`src/rtl/mem_port_arbiter_pkg.sv`:
```
// Shared definitions for the two-port mem data-port arbiter: FSM encodings and port ids.
package mem_port_arbiter_pkg;

  localparam logic [1:0] ST_IDLE = 2'd0;
  localparam logic [1:0] ST_OWN0 = 2'd1;
  localparam logic [1:0] ST_OWN1 = 2'd2;

  localparam logic PORT_CPU = 1'b0;
  localparam logic PORT_DMA = 1'b1;

  function automatic logic [1:0] own_state(input logic port);
    return (port == PORT_CPU) ? ST_OWN0 : ST_OWN1;
  endfunction

endpackage

```
`src/rtl/mem_port_arbiter_burst_counter.sv`:
```
// Beat counter for the current owner; at_limit marks the last beat of a contended burst.
module burst_counter #(
  parameter int MAX_BURST = 4
) (
  input  logic clk,
  input  logic rst_n,
  input  logic clear,
  input  logic inc,
  output logic at_limit
);

  localparam int CNT_W = $clog2(MAX_BURST) + 1;
  localparam logic [CNT_W-1:0] LIMIT = CNT_W'(MAX_BURST - 1);

  logic [CNT_W-1:0] cnt_q, cnt_d;

  assign at_limit = (cnt_q == LIMIT);

  // Wrapping at the limit keeps an uncontended owner granted indefinitely.
  always_comb begin
    cnt_d = cnt_q;
    if (clear)    cnt_d = '0;
    else if (inc) cnt_d = at_limit ? '0 : cnt_q + 1'b1;
  end

  always_ff @(posedge clk or negedge rst_n) begin
    if (!rst_n) cnt_q <= '0;
    else        cnt_q <= cnt_d;
  end

endmodule

```
`src/rtl/mem_port_arbiter.sv`:
```
// Round-robin arbiter sharing the mem data port between the CPU (port 0) and DMA (port 1),
// with bounded bursts under contention and zero-bubble handover.
module mem_port_arbiter
  import mem_port_arbiter_pkg::*;
#(
  parameter int ADDR_W    = 16,
  parameter int DATA_W    = 32,
  parameter int MAX_BURST = 4
) (
  input  logic              clk,
  input  logic              rst_n,
  input  logic              req0,
  input  logic              req1,
  input  logic              we0,
  input  logic              we1,
  input  logic [ADDR_W-1:0] addr0,
  input  logic [ADDR_W-1:0] addr1,
  input  logic [DATA_W-1:0] wd0,
  input  logic [DATA_W-1:0] wd1,
  output logic              gnt0,
  output logic              gnt1,
  output logic              ack0,
  output logic              ack1,
  output logic [DATA_W-1:0] rdata,
  output logic              owner,
  output logic [ADDR_W-1:0] mem_addr,
  output logic              mem_we,
  output logic [DATA_W-1:0] mem_wd,
  input  logic [DATA_W-1:0] mem_rd
);

  logic [1:0] state_q, state_d;
  logic       owner_q, owner_d;
  logic       cnt_clear, cnt_inc, at_limit;

  burst_counter #(.MAX_BURST(MAX_BURST)) u_burst_cnt (
    .clk      (clk),
    .rst_n    (rst_n),
    .clear    (cnt_clear),
    .inc      (cnt_inc),
    .at_limit (at_limit)
  );

  always_comb begin
    state_d   = state_q;
    cnt_clear = 1'b1;
    cnt_inc   = 1'b0;
    case (state_q)
      ST_IDLE: begin
        if (req0 && req1)  state_d = own_state(~owner_q);
        else if (req0)     state_d = ST_OWN0;
        else if (req1)     state_d = ST_OWN1;
      end
      ST_OWN0: begin
        if (req0) begin
          if (at_limit && req1) state_d = ST_OWN1;
          else begin
            cnt_clear = 1'b0;
            cnt_inc   = 1'b1;
          end
        end else begin
          state_d = req1 ? ST_OWN1 : ST_IDLE;
        end
      end
      ST_OWN1: begin
        if (req1) begin
          if (at_limit && req0) state_d = ST_OWN0;
          else begin
            cnt_clear = 1'b0;
            cnt_inc   = 1'b1;
          end
        end else begin
          state_d = req0 ? ST_OWN0 : ST_IDLE;
        end
      end
      default: state_d = ST_IDLE;
    endcase
  end

  always_comb begin
    owner_d = owner_q;
    if (state_d == ST_OWN0)      owner_d = PORT_CPU;
    else if (state_d == ST_OWN1) owner_d = PORT_DMA;
  end

  // Reset owner to DMA so the CPU wins the first tie.
  always_ff @(posedge clk or negedge rst_n) begin
    if (!rst_n) begin
      state_q <= ST_IDLE;
      owner_q <= PORT_DMA;
    end else begin
      state_q <= state_d;
      owner_q <= owner_d;
    end
  end

  assign gnt0  = (state_q == ST_OWN0);
  assign gnt1  = (state_q == ST_OWN1);
  assign ack0  = gnt0 & req0;
  assign ack1  = gnt1 & req1;
  assign owner = owner_q;

  // Port 0 drives the bus while idle; mem_we is qualified by ack so aborts never write.
  assign mem_addr = gnt1 ? addr1 : addr0;
  assign mem_wd   = gnt1 ? wd1   : wd0;
  assign mem_we   = (ack0 & we0) | (ack1 & we1);
  assign rdata    = mem_rd;

endmodule
```
`config.mk`:
```
export PLATFORM = sky130hd
export DESIGN_NAME = mem_port_arbiter
export DESIGN_NICKNAME = d
export VERILOG_FILES = /design/src/rtl/mem_port_arbiter_pkg.sv /design/src/rtl/mem_port_arbiter_burst_counter.sv /design/src/rtl/mem_port_arbiter.sv
export SDC_FILE = /design/constraint.sdc
export NUM_CORES = 1
export LEC_CHECK = 0
export ABC_AREA = 1
export ABC_CLOCK_PERIOD_IN_PS = 3500
export BUFFER_PORTS_ARGS = -buffer_cell sky130_fd_sc_hd__buf_2
export CAP_MARGIN = 20
export CORE_AREA = 2 2 85 87
export CTS_BUF_LIST = sky130_fd_sc_hd__clkbuf_16
export DETAILED_ROUTE_END_ITERATION = 16
export DIE_AREA = 0 0 87 89
export PLACE_DENSITY_LB_ADDON = 0.15
export SKIP_CTS_REPAIR_TIMING = 1
export SLEW_MARGIN = 20
export SYNTH_ARGS = -nofsm -noshare
export SYNTH_HDL_FRONTEND = slang
export SYNTH_SLANG_ARGS = --single-unit
```
`constraint.sdc`:
```
create_clock -name clk -period 3.5 [get_ports clk]
set_clock_uncertainty 0.15 [all_clocks]
set_input_delay 0.7 -clock clk [delete_from_list [all_inputs] [get_ports clk]]
set_output_delay 0.7 -clock clk [all_outputs]
set_load 0.01 [all_outputs]
```
==> results_dict.tcl, run 1 <==
set metrics [dict create \
    vias 1889 \
    place_congestion 0.746 \
    fmax_ghz 0.349 \
    yosysSeqAreaShare_pct 11.0 \
    cellInternalPower_mw 0.619 \
    max_slew_margin_pct 47.1 \
    clock_path_buffers 2 \
    die_x_um 87 \
    cap_violations 0 \
    p_seq_share_pct 9.5 \
    final_hold_viol_count 0 \
    fin_tns_setup_ps 0 \
    drt_iter0_markers 40 \
    start_kind "register" \
    p_sw_share_pct 51.4 \
    synth_nets 404 \
    vdd_drop_max_mv 0.355 \
    fin_crit_sh_pct 81.8 \
    crit_path_max_fanout 49 \
    clk_latency_ps 230 \
    post-route-drc-count 0 \
    drive_gt1_share_pct 45.4 \
    status "completed" \
    wl_per_cell_um 11.1 \
    critical_path_class "register to output port" \
    ys_seq_elements 6 \
    synth-edff-count 0 \
    viasPerCell 4.10 \
    syn_to_final_growth_pct 48.3 \
    p_clk_share_pct 14.5 \
    endpoint_kind "output port" \
    preCtsSetupSlack_ps 876 \
    io_buffers 155 \
    fin_area_um2 2040 \
    rsz0062_at_grt "no" \
    grtUsageTotal_pct 11.1 \
    worstMarginPinSlew_ps 792 \
    synth.distinct_cells 20 \
    io_pins 220 \
    core_area_um2 6720 \
    die-area_um2 7740 \
    routed_wl_um 5130 \
    rows 30 \
    synth_cells 264 \
    cts_sinks 6 \
    grt_pass1_vias 1634 \
    grt_max_degree 50 \
    ys_warn_count 0 \
    synthesis.area_um2 1380 \
    htree_levels 1 \
    clockRootBuffer "clkbuf_16" \
    rrSetupSlack_ps 990 \
    cp.required_ps 2650 \
    cts_buffers 3 \
    leakage_nw 1.39 \
    gr-total-overflow 0 \
    critPathArrivalTime_ps 2010 \
    finalMaxSlewViolations 0 \
    clkTransAtPathRegs_ps 30 \
    antenna_found_initial 0 \
    setup_slack_ps 638 \
    cts_tree "yes" \
    antenna_left 0 \
    p_switching_mw 0.655 \
    die_h_um 89 \
    hpwl_um 4260 \
    grt_pass1_wl_um 7140 \
    async_flop_share_pct 100 \
    report.power.total_mw 1.27 \
    antenna_cells 0 \
    power_frac_comb_pct 76.0 \
    powerDensity_nw_per_um2 624 \
    final_common_cell "nand2_1" \
    dpl-instance-area_um2 1960 \
    synth_area_per_cell_um2 5.21 \
    firstDrtPassIters 4 \
    setup_violations 0 \
    initial_core_util_pct 20.5 \
    hp-class "input pin to asynchronous set/reset pin" \
    final_nets 522 \
    yosys_most_used_dff "dfrtp_1" \
    layout_common_cells "171 x nand2_1, 155 x buf_2, 11 x inv_1" \
    period_needed_ps 2860 \
    post-route-util_pct 30.4 \
]
==> worst paths after layout <==
path,startpoint,endpoint,cells past startpoint
min,rst_n,u_burst_cnt.cnt_q[2],1
max,state_q[0],mem_wd[6],6
max in group asynchronous,rst_n,owner,1
max reg2reg,state_q[0],owner,8
min reg2reg,u_burst_cnt.cnt_q[2],u_burst_cnt.cnt_q[2],2
min in group clk,u_burst_cnt.cnt_q[2],u_burst_cnt.cnt_q[2],2
==> state kept, by name, summed over array words and instances (netlist names) <==
register           cells
u_burst_cnt.cnt_q      3
state_q                2
owner                  1
==> Yosys cell counts (2+ instances only) <==
library cell	n	area (um2)
ha_1	6	75.1
nand3_2	2	20.0
buf_4	33	248
buf_2	6	30.0
nor2_1	3	11.3
nand2_1	171	642
nor2_2	2	12.5
inv_2	2	7.51
a21oi_1	3	15.0
clkinv_2	2	10.0
dfrtp_1	5	125
nand2_4	3	33.8
nand3_1	8	40.0
clkbuf_1	3	11.3
inv_1	10	37.5
==> cell type report <==
cell class / instances / area [um2]
inverters: 14 / 55.1
flip-flops and latches: 6 / 151
well taps: 80 / 100
repair buffers: 156 / 783
multi-input cells: 201 / 872
clock inverters: 1 / 3.75
fillers: 800 / 4680
clock buffers: 3 / 75.1
==> metrics by stage <==
| stage | hold WS, ps | instances |
|---|---|---|
| 2_1_floorplan | 254 | 264 |
| 3_3_place_gp | 349 | 457 |
| 3_5_place_dp | 354 | 457 |
| 4_1_cts | 143 | 461 |
| 5_1_grt | 148 | 461 |
| 6_report | 142 | 461 |
==> power by group through the flow <==
stage	Sequential [mW]	Clock [mW]	Combinational, mW
floorplan	0.119	0	0.672
global placement	0.123	0	0.984
detailed placement	0.123	0	0.982
CTS	0.122	0.189	0.990
global route	0.126	0.193	1.10
finish	0.121	0.185	0.969
==> metal layers <==
layer  routed length (um)  part of all wire [%]  GRT usage [%]
met5                    0                     0              0
met1                 2000                    39           12.4
met2                 2720                    53           21.4
met3                  346                   6.7           2.03
met4                   68                   1.3           3.27
==> worst max-delay path: stages (launching register included) <==
cell     delay [ps]
dfrtp_1         380
inv_1           100
ha_2            310
inv_2           620
nand2_1         120
nand2_1          90
buf_2           130
==> cell families after synthesis <==
kind of cell / count (synthesis) / synth area share (%)
fa+ha+maj: 6 / 5.45
flops: 6 / 11.0
simple gates: 190 / 55.6
compound gates: 5 / 2.09
buf+inv: 57 / 25.8
Power figures use the tool's default switching activity.
==> run 2: changes to the inputs <==
--- a/config.mk
+++ b/config.mk
@@ -5,8 +5,8 @@
 export SDC_FILE = /design/constraint.sdc
 export NUM_CORES = 1
 export LEC_CHECK = 0
-export ABC_AREA = 1
-export ABC_CLOCK_PERIOD_IN_PS = 3500
+export ABC_AREA = 0
+export ABC_CLOCK_PERIOD_IN_PS = 2700
 export BUFFER_PORTS_ARGS = -buffer_cell sky130_fd_sc_hd__buf_2
 export CAP_MARGIN = 20
 export CORE_AREA = 2 2 85 87
==> constraint.sdc (replaced) <==
create_clock -name clk -period 2.7 [get_ports clk]
set_clock_uncertainty 0.15 [all_clocks]
set_input_delay 0.54 -clock clk [delete_from_list [all_inputs] [get_ports clk]]
set_output_delay 0.54 -clock clk [all_outputs]
set_load 0.01 [all_outputs]
==> run 2 against run 1 <==
Compared with the run above:
- via count fell by 24%
- sequential cell count did not move
- die area did not move
- synthesized area fell by 1.0%
- utilization rose by 0.43 points
- register-to-register slack got worse by 500 ps
- combinational power rose by 11%
- first-iteration DRC count fell by 83%
- worst hold slack improved by 180 ps
- critical endpoint is now mem_wd[26]
- largest power group unchanged
==> results_dict.tcl, run 2 <==
set metrics [dict create \
    hpwl_um 4420 \
    cap_violations 0 \
    clk_latency_ps 230 \
    finalMaxSlewViolations 0 \
    gr-total-overflow 0 \
    final_common_cell "buf_2" \
    synth_most_common_cell "mux2_2" \
    rsz0062_at_grt "no" \
    powerDensity_nw_per_um2 716 \
    cts_tree "yes" \
    nFillCells 720 \
    start_kind "register" \
    drt_iter0_markers 7 \
    antenna_left 0 \
    initial_core_util_pct 20.3 \
    vdd_drop_max_mv 0.490 \
    synthTopCellsByCount "48 x mux2_2, 35 x buf_4, 6 x ha_1, 6 x inv_1" \
    grt_pass1_wl_um 6640 \
    vias 1428 \
    die_x_um 87 \
    yosysSeqAreaShare_pct 11.1 \
    fin_tns_setup_ps 0 \
    regMostFlops "u_burst_cnt.cnt_q" \
    syn_to_final_growth_pct 51.9 \
    async_flop_share_pct 100 \
    hp-class "register to register" \
    setup_violations 0 \
    critical_path_class "register to output port" \
    largest_register_ffs 3 \
    worstMarginPinSlew_ps 288 \
    yosys.area.top_type "mux2_2" \
    antenna_cells 0 \
    yosys.area.top_type_share_pct 39.7 \
    ys_warn_count 0 \
    final_nets 407 \
    dp.cells 341 \
    synth_cells 144 \
    viasPerCell 4.13 \
    final_hold_viol_count 0 \
    io_pins 220 \
    clkTransAtPathRegs_ps 30 \
    core_area_um2 6720 \
    setup_slack_ps 276 \
    cts_buffers 3 \
    fin_cells 346 \
    layout_common_cells "155 x buf_2, 48 x mux2_2, 7 x inv_1" \
    report.power.total_mw 1.48 \
    ys_seq_elements 6 \
    dpl-instance-area_um2 1980 \
    leakage_nw 1.09 \
    synth.area.top_cells "mux2_2 40%, buf_4 19%, dfrtp_1 9.2%, ha_1 5.5%, mux2i_1 2.2%" \
    clock_path_buffers 2 \
    post-route-drc-count 0 \
    status "completed" \
    max_slew_margin_pct 80.8 \
    routed_wl_um 5000 \
    hold_slack_ps 321 \
    grt_pass1_vias 1341 \
    synth-edff-count 0 \
    fin_area_um2 2070 \
    rows 30 \
    grt_max_degree 28 \
    wl_per_cell_um 14.4 \
    crit_path_max_fanout 27 \
    period_needed_ps 2420 \
    synth.distinct_cells 30 \
    post-route-util_pct 30.8 \
    cts_sinks 6 \
    clockRootBuffer "clkbuf_16" \
    preCtsSetupSlack_ps 466 \
    firstDrtPassIters 2 \
    io_buffers 155 \
    die_h_um 89 \
    synth_area_per_cell_um2 9.46 \
    synthesis.area_um2 1360 \
    drive_gt1_share_pct 81.6 \
    endpoint_kind "output port" \
    grtUsageTotal_pct 10.7 \
    place_congestion 0.768 \
    die-area_um2 7740 \
    fin_crit_sh_pct 89.8 \
    htree_levels 1 \
    cp.required_ps 2010 \
    synth_nets 284 \
    antenna_found_initial 0 \
    critPathArrivalTime_ps 1730 \
    yosys_most_used_dff "dfrtp_1" \
    fmax_ghz 0.413 \
]
==> run 2: cell count changes after synthesis, sizes merged, moves of 6 or more <==
cell   change
inv        -6
nand3      -8
mux2      +48
nand2    -171
==> run 2: critical path: stages (launching register included) <==
cell and delay, ps:
dfrtp_1 420, inv_1 130, ha_2 250, buf_12 200, mux2_2 360, buf_2 140
==> run 2: metal layers <==
layer	vias up	wire length, um	track usage, %
met2	84	2580	19.6
li1	716	-	-
met3	5	569	4.34
met4	0	31	2.41
met1	623	1820	11.5
met5	-	0	0
==> run 2: logic make-up after synthesis <==
family / share of synthesized area, %
fa+ha+maj: 5.51
simple gates: 7.99
mux: 41.9
flops: 11.1
compound gates: 9.82
buf+inv: 23.7
==> run 2: path summary, 6_finish.rpt <==
path / from / end / slack (ps) / cells past startpoint
worst min-delay path: owner / owner / 320 / 2
max in group asynchronous: rst_n / owner / 1660 / 2
worst max register to register: state_q[0] / owner / 490 / 8
worst min register to register: owner / owner / 320 / 2
worst max-delay path: state_q[0] / mem_wd[26] / 280 / 5
min in group asynchronous: rst_n / u_burst_cnt.cnt_q[2] / 520 / 2
==> run 2: area by class of cell <==
type	instances	area (um2)	area share (%)
Clock inverter	1	3.75	0.181
Sequential cell	6	151	7.32
Inverter	6	22.5	1.09
Clock buffer	3	75.1	3.63
Multi-Input combinational cell	92	891	43.0
Tap cell	80	100	4.84
Timing Repair Buffer	158	826	39.9
==> run 2: power breakdown <==
group | total [mW] | switching, mW | internal (mW)
Combinational | 1.08 | 0.512 | 0.572
Clock | 0.240 | 0.0482 | 0.192
Sequential | 0.157 | 0.0326 | 0.124
Total | 1.48 | 0.593 | 0.888
